### config.mk
export PLATFORM = sky130hd
export DESIGN_NAME = axis_id_arbiter_flat
export DESIGN_NICKNAME = d
export VERILOG_FILES = /design/src/rtl/axis_id_arbiter_if.sv /design/src/rtl/axis_id_arbiter.sv /design/src/flat_wrapper.sv
export SDC_FILE = /design/constraint.sdc
export NUM_CORES = 1
export LEC_CHECK = 0
export CAP_MARGIN = 25
export CELL_PAD_IN_SITES_DETAIL_PLACEMENT = 1
export CELL_PAD_IN_SITES_GLOBAL_PLACEMENT = 2
export CORE_UTILIZATION = 21
export CTS_CLUSTER_SIZE = 24
export DETAILED_ROUTE_END_ITERATION = 10
export PLACE_DENSITY = 0.84
export SETUP_SLACK_MARGIN = 0.5
export SLEW_MARGIN = 25
export SYNTH_ARGS = -nofsm -noshare
export SYNTH_HDL_FRONTEND = slang
export SYNTH_SLANG_ARGS = --single-unit
export TNS_END_PERCENT = 5
### constraint.sdc
create_clock -name clk -period 2.6 [get_ports clk]
set_input_delay 0.26 -clock clk [delete_from_list [all_inputs] [get_ports clk]]
set_output_delay 0.26 -clock clk [all_outputs]
set_load 0.02 [all_outputs]
### src/rtl/axis_id_arbiter_if.sv
// axis_id_arbiter_if: bundled N-input / 1-output AXI-S signals for the ID arbiter
interface axis_id_arbiter_if #(
  parameter int DATA_WIDTH = 8,
  parameter int TID_WIDTH  = 2,
  parameter int NUM_PORTS  = 4
);
  localparam int KW = DATA_WIDTH / 8;
  logic [NUM_PORTS*DATA_WIDTH-1:0] s_axis_tdata;
  logic [NUM_PORTS*KW-1:0]         s_axis_tkeep;
  logic [NUM_PORTS-1:0]            s_axis_tlast;
  logic [NUM_PORTS-1:0]            s_axis_tvalid;
  logic [NUM_PORTS-1:0]            s_axis_tready;
  logic [DATA_WIDTH-1:0]           m_axis_tdata;
  logic [KW-1:0]                   m_axis_tkeep;
  logic                            m_axis_tlast;
  logic                            m_axis_tvalid;
  logic [TID_WIDTH-1:0]            m_axis_tid;
  logic                            m_axis_tready;
  modport slave (
    input  s_axis_tdata, s_axis_tkeep, s_axis_tlast, s_axis_tvalid, m_axis_tready,
    output s_axis_tready, m_axis_tdata, m_axis_tkeep, m_axis_tlast, m_axis_tvalid, m_axis_tid
  );
  modport master (
    output s_axis_tdata, s_axis_tkeep, s_axis_tlast, s_axis_tvalid, m_axis_tready,
    input  s_axis_tready, m_axis_tdata, m_axis_tkeep, m_axis_tlast, m_axis_tvalid, m_axis_tid
  );
endinterface

### src/rtl/axis_id_arbiter.sv
// axis_id_arbiter: packet-level round-robin merge of NUM_PORTS AXI-S streams tagged with source tid
module axis_id_arbiter #(
  parameter int DATA_WIDTH = 8,
  parameter int TID_WIDTH  = 2,
  parameter int NUM_PORTS  = 4
) (
  input logic clk,
  input logic reset,
  axis_id_arbiter_if.slave bus
);
  localparam int KW = DATA_WIDTH / 8;
  typedef enum logic {IDLE, BUSY} state_t;
  state_t state, nxt;
  logic [TID_WIDTH-1:0] grant, pick;
  logic found, load, accept;
  // round-robin scan starting just after the last served port (grant doubles as last_grant)
  always_comb begin
    pick = grant;
    found = 1'b0;
    for (int k = 1; k <= NUM_PORTS; k++)
      if (!found && bus.s_axis_tvalid[(int'(grant) + k) % NUM_PORTS]) begin
        pick = TID_WIDTH'((int'(grant) + k) % NUM_PORTS);
        found = 1'b1;
      end
  end
  // state register and grant capture on arbitration
  always_ff @(posedge clk) begin
    if (reset) begin
      state <= IDLE;
      grant <= TID_WIDTH'(NUM_PORTS - 1);
    end else begin
      state <= nxt;
      if (state == IDLE && found) grant <= pick;
    end
  end
  // next state: arbitrate in IDLE, release the grant on the accepted tlast beat
  always_comb nxt = state == IDLE ? (found ? BUSY : IDLE) : (accept && bus.s_axis_tlast[grant] ? IDLE : BUSY);
  // per-port ready and input handshake
  always_comb begin
    load = state == BUSY && (!bus.m_axis_tvalid || bus.m_axis_tready);
    accept = load && bus.s_axis_tvalid[grant];
    bus.s_axis_tready = load ? NUM_PORTS'(1) << grant : '0;
  end
  // one-deep output register: load on accept, drop valid when drained with nothing new
  always_ff @(posedge clk) begin
    if (reset) begin
      bus.m_axis_tdata <= '0;
      bus.m_axis_tkeep <= '0;
      bus.m_axis_tlast <= 1'b0;
      bus.m_axis_tvalid <= 1'b0;
      bus.m_axis_tid <= '0;
    end else if (accept) begin
      bus.m_axis_tdata <= bus.s_axis_tdata[int'(grant)*DATA_WIDTH +: DATA_WIDTH];
      bus.m_axis_tkeep <= bus.s_axis_tkeep[int'(grant)*KW +: KW];
      bus.m_axis_tlast <= bus.s_axis_tlast[grant];
      bus.m_axis_tvalid <= 1'b1;
      bus.m_axis_tid <= grant;
    end else if (bus.m_axis_tready) begin
      bus.m_axis_tvalid <= 1'b0;
    end
  end
endmodule
### src/flat_wrapper.sv
// flat-port wrapper written by rule: the top's interface ports become plain ports
module axis_id_arbiter_flat 
#(
  parameter int DATA_WIDTH = 8,
  parameter int TID_WIDTH  = 2,
  parameter int NUM_PORTS  = 4
)
  (clk, reset, bus_s_axis_tdata, bus_s_axis_tkeep, bus_s_axis_tlast, bus_s_axis_tvalid, bus_m_axis_tready, bus_s_axis_tready, bus_m_axis_tdata, bus_m_axis_tkeep, bus_m_axis_tlast, bus_m_axis_tvalid, bus_m_axis_tid);
  axis_id_arbiter_if #(.DATA_WIDTH(DATA_WIDTH), .TID_WIDTH(TID_WIDTH), .NUM_PORTS(NUM_PORTS)) bus_i ();
  input logic clk;
  input logic reset;
  input wire logic [$bits(bus_i.s_axis_tdata)-1:0] bus_s_axis_tdata;
  input wire logic [$bits(bus_i.s_axis_tkeep)-1:0] bus_s_axis_tkeep;
  input wire logic [$bits(bus_i.s_axis_tlast)-1:0] bus_s_axis_tlast;
  input wire logic [$bits(bus_i.s_axis_tvalid)-1:0] bus_s_axis_tvalid;
  input wire logic [$bits(bus_i.m_axis_tready)-1:0] bus_m_axis_tready;
  output wire logic [$bits(bus_i.s_axis_tready)-1:0] bus_s_axis_tready;
  output wire logic [$bits(bus_i.m_axis_tdata)-1:0] bus_m_axis_tdata;
  output wire logic [$bits(bus_i.m_axis_tkeep)-1:0] bus_m_axis_tkeep;
  output wire logic [$bits(bus_i.m_axis_tlast)-1:0] bus_m_axis_tlast;
  output wire logic [$bits(bus_i.m_axis_tvalid)-1:0] bus_m_axis_tvalid;
  output wire logic [$bits(bus_i.m_axis_tid)-1:0] bus_m_axis_tid;
  assign bus_i.s_axis_tdata = bus_s_axis_tdata;
  assign bus_i.s_axis_tkeep = bus_s_axis_tkeep;
  assign bus_i.s_axis_tlast = bus_s_axis_tlast;
  assign bus_i.s_axis_tvalid = bus_s_axis_tvalid;
  assign bus_i.m_axis_tready = bus_m_axis_tready;
  assign bus_s_axis_tready = bus_i.s_axis_tready;
  assign bus_m_axis_tdata = bus_i.m_axis_tdata;
  assign bus_m_axis_tkeep = bus_i.m_axis_tkeep;
  assign bus_m_axis_tlast = bus_i.m_axis_tlast;
  assign bus_m_axis_tvalid = bus_i.m_axis_tvalid;
  assign bus_m_axis_tid = bus_i.m_axis_tid;
  axis_id_arbiter #(.DATA_WIDTH(DATA_WIDTH), .TID_WIDTH(TID_WIDTH), .NUM_PORTS(NUM_PORTS)) u_core (.clk(clk), .reset(reset), .bus(bus_i));
endmodule
# ---- Word-level counts from Yosys, hierarchy flattened
# Cells that the tools add are included.
dict set report op_classes {
  addsub 4
  magnitude_cmp 5
  shift 3
  muxes 30
  bitwise_logic 5
  reduce_logical 19
}
# operator n
set op_table {}
lappend op_table {{variable part select 32 x 6 -> 8 bit} 1}
lappend op_table {{two-way mux 1 bit} 19}
lappend op_table {{< comparator 3 x 4 -> 1 bit (second input constant)} 4}
lappend op_table {{binary-select mux 1 bit (select 2 bit)} 6}
lappend op_table {{two-way mux 2 bit} 4}
lappend op_table {{OR reduction 2 bit} 4}
lappend op_table {{logical AND 1 bit} 7}
lappend op_table {{adder 2 x 1 -> 2 bit (second input constant)} 2}
lappend op_table {{adder 2 bit (second input constant)} 2}
lappend op_table {{AND 1 bit (first input constant)} 4}
lappend op_table {{logical NOT 1 bit} 4}
lappend op_table {{two-way mux 4 bit} 1}
lappend op_table {{nonzero test 4 bit} 1}
lappend op_table {{variable part select 4 x 3 -> 1 bit} 1}
lappend op_table {{left shift 1 x 2 -> 4 bit (first input constant)} 1}
lappend op_table {{< comparator 2 x 3 -> 1 bit (second input constant)} 1}
lappend op_table {{AND reduction 2 bit} 1}
lappend op_table {{nonzero test 2 bit} 1}
lappend op_table {{logical OR 1 bit} 1}
lappend op_table {{NOT 1 bit} 1}
dict set report totals {
  reg_bits 16
  input_bits 47
}

# ---- Longest topological paths before layout
# Gate-level depths: netlist (run 1).
dict set report logic_depth {
  ltp_word 18
  mapped_depth 8
  depth_no_buf 6
}

# ---- Worst setup path before layout (run 1)
# Ideal clock, no wire load.
dict set report synth_timing {
  path_type {register -> register}
  startpoint {register u_core.grant[0]}
  endpoint {register u_core.grant[0]}
  arrival_time_ps 1836
  required_ps 2471
  setup_slack_ps 635
  path_stages_with_launch 9
  period_less_slack_ps 1965
  cell_sequence {dfxtp_1 -> buf_2 -> buf_2 -> inv_1 -> ha_1 -> mux4_2 -> nor2b_1 -> nor4_1 -> a211oi_1}
}
dict set report synth_between {
  elab_chain_cells 16
  word_cells_on_any_way 33
  cone_classes {4 x add/sub; 20 x mux; 9 x reduce/logical}
}
# item line
set synth_rtl {}
lappend synth_rtl {{start, declared} axis_id_arbiter.sv:14} ;# logic [TID_WIDTH-1:0] grant, pick;
lappend synth_rtl {{start signal, assigned} axis_id_arbiter.sv:30} ;# grant <= TID_WIDTH'(NUM_PORTS - 1);
lappend synth_rtl {{start signal, assigned} axis_id_arbiter.sv:33} ;# if (state == IDLE && found) grant <= pick;
lappend synth_rtl {{adder 2 x 1 -> 2 bit} {axis_id_arbiter.sv:21, axis_id_arbiter.sv:22}}
lappend synth_rtl {{binary-select mux 1 bit (select 2 bit)} axis_id_arbiter.sv:21} ;# if (!found && bus.s_axis_tvalid[(int'(grant) + k) % NUM_PORTS]) begin
lappend synth_rtl {{two-way mux 1 bit (not written as such) (2 in series)} axis_id_arbiter.sv:21}
lappend synth_rtl {{two-way mux 1 bit} axis_id_arbiter.sv:21}
lappend synth_rtl {{logical NOT 1 bit} axis_id_arbiter.sv:21}
lappend synth_rtl {{logical AND 1 bit} axis_id_arbiter.sv:21}
lappend synth_rtl {{two-way mux 1 bit} axis_id_arbiter.sv:21}
lappend synth_rtl {{logical NOT 1 bit} axis_id_arbiter.sv:21}
lappend synth_rtl {{logical AND 1 bit} axis_id_arbiter.sv:21}
lappend synth_rtl {{two-way mux 1 bit} axis_id_arbiter.sv:21}
lappend synth_rtl {{logical NOT 1 bit} axis_id_arbiter.sv:21}
lappend synth_rtl {{logical AND 1 bit} axis_id_arbiter.sv:21}
lappend synth_rtl {{two-way mux 1 bit} axis_id_arbiter.sv:21}
lappend synth_rtl {{logical AND 1 bit} axis_id_arbiter.sv:33}
lappend synth_rtl {{AND reduction 2 bit (no line)} -}
# Parallel ways exist; a longest one is shown, timed or not. The select of a mux whose other input is x is not followed.
# A chain may end at the register's enable or synchronous reset.

# ---- Final worst setup path (run 1)
dict set report layout_timing {
  startpoint {register u_core.grant[1]}
  endpoint {output port bus_s_axis_tready[0]}
}
dict set report layout_between {
  elab_chain_cells 2
}
# item line
set layout_rtl {}
lappend layout_rtl {{left shift 1 x 2 -> 4 bit} axis_id_arbiter.sv:42} ;# bus.s_axis_tready = load ? NUM_PORTS'(1) << grant : '0;
lappend layout_rtl {{two-way mux 4 bit} axis_id_arbiter.sv:42}
lappend layout_rtl {{end, declared} flat_wrapper.sv:17} ;# output wire logic [$bits(bus_i.s_axis_tready)-1:0] bus_s_axis_tready;
# Every way passes these cells.

==> impl_metrics.yaml, run 1 <==
sta:
  setup_viol: 0
  hold_viol_final: 0
  tns_ns: 0
  final.min_clock_period_ns: 1.95
  max_slew_margin: 0.736
  period_share: 0.751
  slew_violations: 0
  worst_hold_slack_ns: 0.452
  tightest_slew_ns: 0.395
  skew_ns: 0.00456
  rsz0062_at_grt: "false"
  fmax_mhz: 512
cts:
  cts_sinks: 16
  clk_latency_ns: 0.25
  htree_levels: 1
  clk_transition_reported_paths_ns: 0.06
  root_buffer: "clkbuf_8"
  cts_tree: "done"
  postCtsSetupRepairBufs: 0
  cts_buffer_depth: 2
  cts_made_buffers: 3
critical_path:
  cp.arrival_ns: 1.69
  crit_buf_inv: 2
  crit_path_start_kind: "register"
  required_ns: 2.34
  critPathMaxFanout: 13
  cp_top_family: "buffers and inverters"
  cp_slowest_cell: "clkdlybuf4s50_1"
  reg2reg_from: "u_core.grant[0]$_SDFFE_PP1P_"
  slowest_delay_ns: 0.60
  path_cells: "inv_1 > ha_1 > and3_1 > clkdlybuf4s50_1"
  endpoint_kind: "output pin"
  crit_type: "register to output pin"
  crit_path_start: "u_core.grant[1]$_SDFFE_PP1P_"
finish:
  drive_gt1_frac: 0.145
  layout_commonest_cell: "clkdlybuf4s50_1"
  antenna-diode-count: 0
  nets: 226
  synthToLayoutAreaGrowth_pct: 61.8
  layout_common_cells: "clkdlybuf4s50_1 (63), nand2_1 (23), dfxtp_1 (15), mux4_2 (13), a21oi_1 (13)"
  fill_cells: 586
logic_synthesis:
  synthDominantCellAreaShare: 0.278
  synth.yosys.warnings: 0
  synth.distinct_cells: 32
  ys_seq_area_frac: 0.278
  mappedNetlistNets: 165
  syn_area_sq_um: 1150
  synth_seq_cells: 16
  synth_area_leader_cell: "dfxtp_1"
  synth_area_leaders: "dfxtp_1 (28%), mux4_2 (25%), nand2_1 (7.5%)"
  syn_area_per_cell_sq_um: 10.1
  syn_inst: 114
global_route:
  gr-total-overflow: 0
  grt_max_degree: 24
  grt_pass1_wl_um: 6060
  gr-usage-all-layers: 0.130
  grt_pass1_vias: 1248
  antenna_found_initial: 0
floorplan:
  ios: 64
  initial_core_util: 0.221
  coreArea_sq_um: 5200
  die_area_sq_um: 5790
  dieWidth_um: 76.1
  die-height_um: 76.1
  rows: 26
route:
  avgRoutedWirePerCell_um: 14.9
  wl_um: 3620
  viasPerCell: 4.67
  drtAntennaViolNets: 0
  num_vias: 1136
  first_iter_violations: 45
  dr.pass1.iters: 3
  drc: 0
job:
  maxCapViolCount: 0
power:
  p_leak_nw: 0.686
  vdd_drop_max_mv: 0.214
  power.density_nw_per_um2: 697
placed_design:
  dp_hpwl_um: 2890
  globalplace.congestion: 0.753
  port_buffers: 63
worst_hold_path:
  hold_start: "u_core.bus.m_axis_tid[0]$_SDFFE_PP0P_"
  hold_class: "register to register"
outcome:
  status: "completed"
[worst paths after layout]
check / to / slack [ns] / cells past startpoint
max reg2reg: u_core.grant[0]$_SDFFE_PP1P_ / 0.70 / 5
max: bus_s_axis_tready[0] / 0.65 / 4
min: u_core.bus.m_axis_tid[0]$_SDFFE_PP0P_ / 0.45 / 2
min reg2reg: u_core.bus.m_axis_tid[0]$_SDFFE_PP0P_ / 0.45 / 2
[cell families after synthesis]
| group | after synthesis | share of synthesized area |
|---|---|---|
| flip-flops | 16 | 0.278 |
| AO/OA/AOI/OAI | 22 | 0.118 |
| adder cells (fa/ha/maj) | 4 | 0.0434 |
| buffers and inverters | 14 | 0.0793 |
| multiplexers | 16 | 0.299 |
| AND/OR/NAND/NOR | 42 | 0.182 |
[power by group]
group          switching, mW  internal, mW
sequential            0.0568         0.304
combinational          0.348         0.405
clock                 0.0833         0.103
total                  0.489         0.811
[worst register-to-register path, cell delays in order (launching register included)]
cell      delay, ns
dfxtp_1        0.37
buf_4          0.36
mux4_2         0.56
nor2b_1        0.17
nor4_1         0.24
a211oi_1       0.07
[cells in the mapped netlist (all sizes together)]
library cell and number:
a211oi 1, a21oi 13, a311oi 1, a31oi 2, and3 5, buf 7
clkbuf 2, dfxtp 16, dlygate4sd1 1, ha 4, inv 4, mux2 1
mux2i 1, mux4 14, nand2 23, nand2b 2, nand3 1, nor2 3
nor2b 1, nor3 3, nor3b 1, nor4 2, o311ai 1, o31a 1
o31ai 1, o32ai 1, o41ai 1, or3 1
[sequential cells by signal (all words and copies together) (netlist names)]
signal	count
u_core.bus.m_axis_tkeep	1
u_core.bus.m_axis_tdata	8
u_core.bus.m_axis_tid	2
u_core.state	1
u_core.bus.m_axis_tlast	1
u_core.bus.m_axis_tvalid	1
u_core.grant	2
[through the flow]
| step | util | worst slack, ns | instance area [sq um] | power [mW] | cells |
|---|---|---|---|---|---|
| floorplan | - | 0.635 | 1150 | 0.885 | 114 |
| global placement | 0.349 | 0.586 | 1820 | 1.09 | 240 |
| detailed placement | 0.349 | 0.446 | 1820 | 1.12 | 240 |
| CTS | 0.357 | 0.514 | 1860 | 1.32 | 243 |
| global route | 0.358 | 0.580 | 1860 | 1.39 | 243 |
| finish | 0.358 | 0.647 | 1860 | 1.30 | 243 |
[layout make-up]
type | count | area, sq um | share of cell area
Tap cell | 70 | 87.6 | 0.0470
Sequential cell | 16 | 324 | 0.174
Clock buffer | 3 | 41.3 | 0.0221
Inverter | 4 | 15.0 | 0.00805
Multi-Input combinational cell | 84 | 743 | 0.399
Timing Repair Buffer | 66 | 653 | 0.350
[per-layer routing]
metal  vias up  track usage  wire, um
met3         2       0.0192       162
met5         -            0         0
li1        545            -         -
met4         0       0.0404        27
met1       554        0.151      1500
met2        35        0.244      1930
[repair_timing]
| item | CTS | global route |
|---|---|---|
| setup endpoints to repair | 5 | 4 |
| cloned | 0 | 0 |
| hold buffers | 0 | 0 |
| resized for setup | 1 | 2 |
| pin swaps | 0 | 0 |
Note: power is estimated with default switching activity, not from simulation.
==> run 2, diff against run 1 <==
Clock period 2.6 ns to 2 ns, I/O delays scaled along.
==> run 2 against run 1 <==
Compared with the run above: routed wire length grew 18%; worst hold slack gained 0.0045 ns; first-iteration DRC count shrank 24%; via count grew 5.4%.
==> impl_metrics.yaml, run 2 (synthesized netlist as in run 1, its figures left out) <==
route:
  drc: 0
  avgRoutedWirePerCell_um: 17.0
  wl_um: 4280
  num_vias: 1197
  first_iter_violations: 34
  drtAntennaViolNets: 0
  viasPerCell: 4.75
  dr.pass1.iters: 4
global_route:
  grt_pass1_vias: 1324
  gr-usage-all-layers: 0.156
  gr-total-overflow: 0
  antenna_found_initial: 0
  grt_pass1_wl_um: 6890
  grt_max_degree: 15
finish:
  antenna-diode-count: 0
  finalNonFillerCells: 252
  reg.largest.list: "u_core.bus.m_axis_tdata x8, u_core.bus.m_axis_tid x2, u_core.grant x2"
  fill_cells: 597
  largest_register_ffs: 8
  largest-register: "u_core.bus.m_axis_tdata"
  layout_common_cells: "clkdlybuf4s50_1 (58), nand2_1 (23), mux4_2 (13), dfxtp_1 (13), a21oi_1 (12)"
  layout_commonest_cell: "clkdlybuf4s50_1"
  register_area_sq_um: 329
  fin_area_sq_um: 1990
  multi_input_area_sq_um: 786
  nets: 235
  synthToLayoutAreaGrowth_pct: 73.0
  drive_gt1_frac: 0.220
  final_core_util: 0.383
outcome:
  status: "completed"
cts:
  root_buffer: "clkbuf_8"
  htree_levels: 1
  cts_sinks: 16
  cts_tree: "done"
  clk_latency_ns: 0.25
  cts_made_buffers: 3
  clk_transition_reported_paths_ns: 0.06
  cts_buffer_depth: 2
sta:
  slew_violations: 0
  setup_ws_ns: 0.381
  fmax_mhz: 618
  rsz0062_at_grt: "true"
  hold_viol_final: 0
  tns_ns: 0
  period_share: 0.810
  skew_ns: 0.00126
  final.min_clock_period_ns: 1.62
  max_slew_margin: 0.788
  setup_viol: 0
  tightest_slew_ns: 0.314
placed_design:
  globalplace.congestion: 0.804
  dp_cells: 245
  dp_hpwl_um: 3440
  dpl_cell_area_sq_um: 1890
  port_buffers: 63
  dp_slack_ns: 0.0777
critical_path:
  crit_type: "input pin to register"
  cp.depth: 5
  path_cells: "clkdlybuf4s50_1 > mux4_2 > and3_4 > a21oi_2 > o31a_1"
  r2r_cells: 5
  slowest_delay_ns: 0.57
  r2r-end: "u_core.state$_SDFF_PP0_"
  cp_top_family: "multiplexers"
  endpoint_kind: "register"
  cp.arrival_ns: 1.81
  crit_path_start_kind: "input pin"
  critPathMaxFanout: 8
  crit_buf_inv: 1
  reg2reg_from: "u_core.grant[1]$_SDFFE_PP1P_"
  required_ns: 2.19
  reg2reg_slack_ns: 0.38
  cp_slowest_cell: "mux4_2"
floorplan:
  initial_core_util: 0.221
  coreArea_sq_um: 5200
  rows: 26
  dieWidth_um: 76.1
  die_area_sq_um: 5790
  ios: 64
  die-height_um: 76.1
power:
  switching_power_uw: 707
  swShare: 0.377
  vdd_drop_max_mv: 0.308
  combPwrFrac: 0.624
  internal_power_mw: 1.17
  power.density_nw_per_um2: 940
  clkPwrFrac: 0.128
  p_seq_frac: 0.248
  p_leak_nw: 0.754
worst_hold_path:
  hold_start: "u_core.bus.m_axis_tdata[6]$_SDFFE_PP0P_"
  hold_class: "register to register"
  hold_depth: 2
  min_to: "u_core.bus.m_axis_tdata[6]$_SDFFE_PP0P_"
job:
  maxCapViolCount: 0
## run 2: through the flow
step	hold slack, ns	power [mW]
3_5_place_dp	0.450	1.58
5_1_grt	0.476	2.00
2_1_floorplan	0.446	1.21
4_1_cts	0.458	1.90
6_report	0.456	1.87
3_3_place_gp	0.443	1.54
## run 2: final cells by class
type	instances	share of cell area
Multi-Input combinational cell	85	0.394
Timing Repair Buffer	74	0.367
Sequential cell	16	0.165
Tap cell	70	0.0439
Clock buffer	3	0.0207
Inverter	4	0.00879
## run 2: timing repair
item | 4_1_cts | 5_1_grt
gates resized for setup | 16 | 0
pin swaps | 1 | 0
endpoints found under the hold margin | 0 | 0
gates cloned | 1 | 0
buffers inserted | 3 | 0
setup endpoints to repair | 20 | 20
hold buffers | 0 | 0
## run 2: metal layers
| layer | part of all wire | wire length [um] | vias up | GRT usage |
|---|---|---|---|---|
| met3 | 0.047 | 201 | 6 | 0.0347 |
| met1 | 0.43 | 1860 | 586 | 0.173 |
| met5 | 0 | 0 | - | 0 |
| met4 | 0.016 | 68 | 0 | 0.0673 |
| li1 | - | - | 564 | - |
| met2 | 0.50 | 2150 | 41 | 0.284 |
## run 2: worst reg2reg max path, cell delays in order, from the launching register on
cell and delay (ns):
dfxtp_4 0.36, buf_6 0.11, mux4_2 0.57, and3_4 0.24
a21oi_2 0.13, o31a_1 0.14
## run 2: worst max-delay path by stage
stage	from	slack (ns)	end
finish	bus_s_axis_tvalid[2]	0.38	u_core.state$_SDFF_PP0_
CTS	u_core.grant[1]$_SDFFE_PP1P_	0.38	u_core.state$_SDFF_PP0_
global route	u_core.grant[1]$_SDFFE_PP1P_	0.33	u_core.state$_SDFF_PP0_
global placement	bus_s_axis_tvalid[3]	0.18	u_core.state$_SDFF_PP0_
detailed placement	bus_s_axis_tvalid[3]	0.08	u_core.state$_SDFF_PP0_
floorplan	u_core.grant[0]$_SDFFE_PP1P_	0.36	u_core.grant[0]$_SDFFE_PP1P_
## run 2: power by group through the flow
| stage | registers [mW] | logic (mW) | clock network [mW] |
|---|---|---|---|
| 2_1_floorplan | 0.502 | 0.711 | 0 |
| 3_3_place_gp | 0.489 | 1.05 | 0 |
| 3_5_place_dp | 0.496 | 1.08 | 0 |
| 4_1_cts | 0.467 | 1.19 | 0.245 |
| 5_1_grt | 0.475 | 1.26 | 0.265 |
| 6_report | 0.464 | 1.17 | 0.241 |
==> run 3, diff against run 2 <==
Settings changed: CORE_UTILIZATION 21 to 19, PLACE_DENSITY 0.84 to 0.8.
Clock period 2 ns to 1.45 ns, I/O delays scaled along.
==> run 3 against run 2 <==
Compared with the run above: the run now ends with negative setup slack left; critical path depth is the same; core utilization shrank 3.7 points; worst hold slack lost 0.0038 ns; global-route usage shrank 3.4 points; sequential power grew 36%; first-iteration DRC count shrank 35%; sequential share of layout area shrank 0.39 points; clock skew grew 0.0053 ns.
==> impl_metrics.yaml, run 3 (synthesized netlist as in run 1, its figures left out) <==
route:
  viasPerCell: 4.53
  drc: 0
  num_vias: 1205
  drtAntennaViolNets: 0
  dr.pass1.iters: 4
  first_iter_violations: 22
  avgRoutedWirePerCell_um: 14.0
  wl_um: 3730
floorplan:
  dieWidth_um: 79.9
  rows: 28
  die_area_sq_um: 6380
  coreArea_sq_um: 5890
  die-height_um: 79.9
  ios: 64
  initial_core_util: 0.196
power:
  switching_power_uw: 991
  swShare: 0.369
  clkPwrFrac: 0.152
  combPwrFrac: 0.613
  p_seq_frac: 0.236
  p_leak_nw: 0.822
  internal_power_mw: 1.69
  vdd_drop_max_mv: 0.361
  power_mw: 2.68
  power.density_nw_per_um2: 1320
critical_path:
  reg2reg_from: "u_core.grant[1]$_SDFFE_PP1P_"
  required_ns: 1.66
  critPathMaxFanout: 13
  crit_type: "input pin to register"
  crit_path_start: "bus_s_axis_tvalid[3]"
  cp.arrival_ns: 1.72
  r2r-end: "u_core.state$_SDFF_PP0_"
  reg2reg_slack_ns: -0.06
  crit_path_start_kind: "input pin"
  endpoint_kind: "register"
  r2r_cells: 4
finish:
  synthToLayoutAreaGrowth_pct: 76.4
  layout_common_cells: "clkdlybuf4s50_1 (46), nand2_1 (23), buf_4 (22), dfxtp_1 (14), mux4_2 (13)"
  final_core_util: 0.345
  layout_commonest_cell: "clkdlybuf4s50_1"
  reg.largest.list: "u_core.bus.m_axis_tdata x8, u_core.bus.m_axis_tid x2, u_core.grant x2"
  fin_area_sq_um: 2030
  largest_register_ffs: 8
  multi_input_area_sq_um: 796
  antenna-diode-count: 0
  drive_gt1_frac: 0.366
  largest-register: "u_core.bus.m_axis_tdata"
  fill_cells: 695
  nets: 243
  register_area_sq_um: 328
placed_design:
  dpl_cell_area_sq_um: 2000
  dp_hpwl_um: 3010
  port_buffers: 63
  dp_slack_ns: -0.332
  globalplace.congestion: 0.806
global_route:
  gr-total-overflow: 0
  gr-usage-all-layers: 0.122
  grt_pass1_wl_um: 5890
  grt_pass1_vias: 1214
  grt_max_degree: 15
  antenna_found_initial: 0
cts:
  hold_buffers: 0
  clk_transition_reported_paths_ns: 0.07
  cts_made_buffers: 3
  cts_sinks: 16
  cts_tree: "done"
  cts_buffer_depth: 2
  htree_levels: 1
  postCtsSetupRepairBufs: 0
  root_buffer: "clkbuf_8"
  clk_latency_ns: 0.26
worst_hold_path:
  hold_start: "u_core.bus.m_axis_tdata[6]$_SDFFE_PP0P_"
  min_to: "u_core.bus.m_axis_tdata[6]$_SDFFE_PP0P_"
  hold_depth: 2
  hold_class: "register to register"
sta:
  setup_ws_ns: -0.0642
  rsz0062_at_grt: "true"
  skew_ns: 0.00654
  period_share: 1.04
  final.min_clock_period_ns: 1.51
  slew_violations: 0
  fmax_mhz: 660
  hold_viol_final: 0
  setup_viol: 10
  tightest_slew_ns: 0.325
  max_slew_margin: 0.781
  tns_ns: -0.155
outcome:
  status: "finished with violations"
  violations: "negative setup slack"
job:
  maxCapViolCount: 0
==> run 3: layout make-up <==
type / instances / area share
clock buffers: 4 / 0.0271
inverters: 4 / 0.00862
multi-input cells: 84 / 0.391
flip-flops and latches: 16 / 0.161
well taps: 75 / 0.0462
repair buffers: 83 / 0.366
==> run 3: routing by layer <==
metal  GRT usage  share of wire  up-vias
met3      0.0114          0.049        5
met5           0              0        -
li1            -              -      581
met2       0.209           0.50       36
met4      0.0589          0.019        0
met1       0.151           0.43      583
==> run 3: repair_timing <==
action,CTS,global route
gates cloned,0,0
pin swaps,5,1
setup endpoints to repair,33,22
gates resized for setup,85,2
hold endpoints to repair,0,0
==> run 3: per-stage QoR <==
step | hold slack [ns] | cells
floorplan | 0.391 | 114
global placement | 0.443 | 262
detailed placement | 0.450 | 262
CTS | 0.457 | 266
global route | 0.480 | 266
finish | 0.452 | 266
==> run 3: power groups by stage <==
| stage | clock [mW] | sequential, mW | combinational, mW |
|---|---|---|---|
| floorplan | 0 | 0.692 | 0.981 |
| global placement | 0 | 0.631 | 1.67 |
| detailed placement | 0 | 0.637 | 1.69 |
| CTS | 0.428 | 0.636 | 1.67 |
| global route | 0.442 | 0.650 | 1.78 |
| finish | 0.407 | 0.633 | 1.64 |
==> run 3: how the worst max path moves through the flow <==
stage,to,slack (ns),depth (start not counted)
4_1_cts,u_core.grant[0]$_SDFFE_PP1P_,-0.07,5
3_3_place_gp,u_core.state$_SDFF_PP0_,-0.29,5
2_1_floorplan,u_core.grant[0]$_SDFFE_PP1P_,-0.19,8
6_report,u_core.state$_SDFF_PP0_,-0.06,5
5_1_grt,u_core.grant[0]$_SDFFE_PP1P_,-0.13,5
3_5_place_dp,u_core.state$_SDFF_PP0_,-0.33,5
==> run 3: critical path, stage by stage <==
cell             delay [ns]
clkdlybuf4s50_1        0.49
mux4_2                 0.57
and3_4                 0.26
a21oi_2                0.13
o31a_1                 0.13
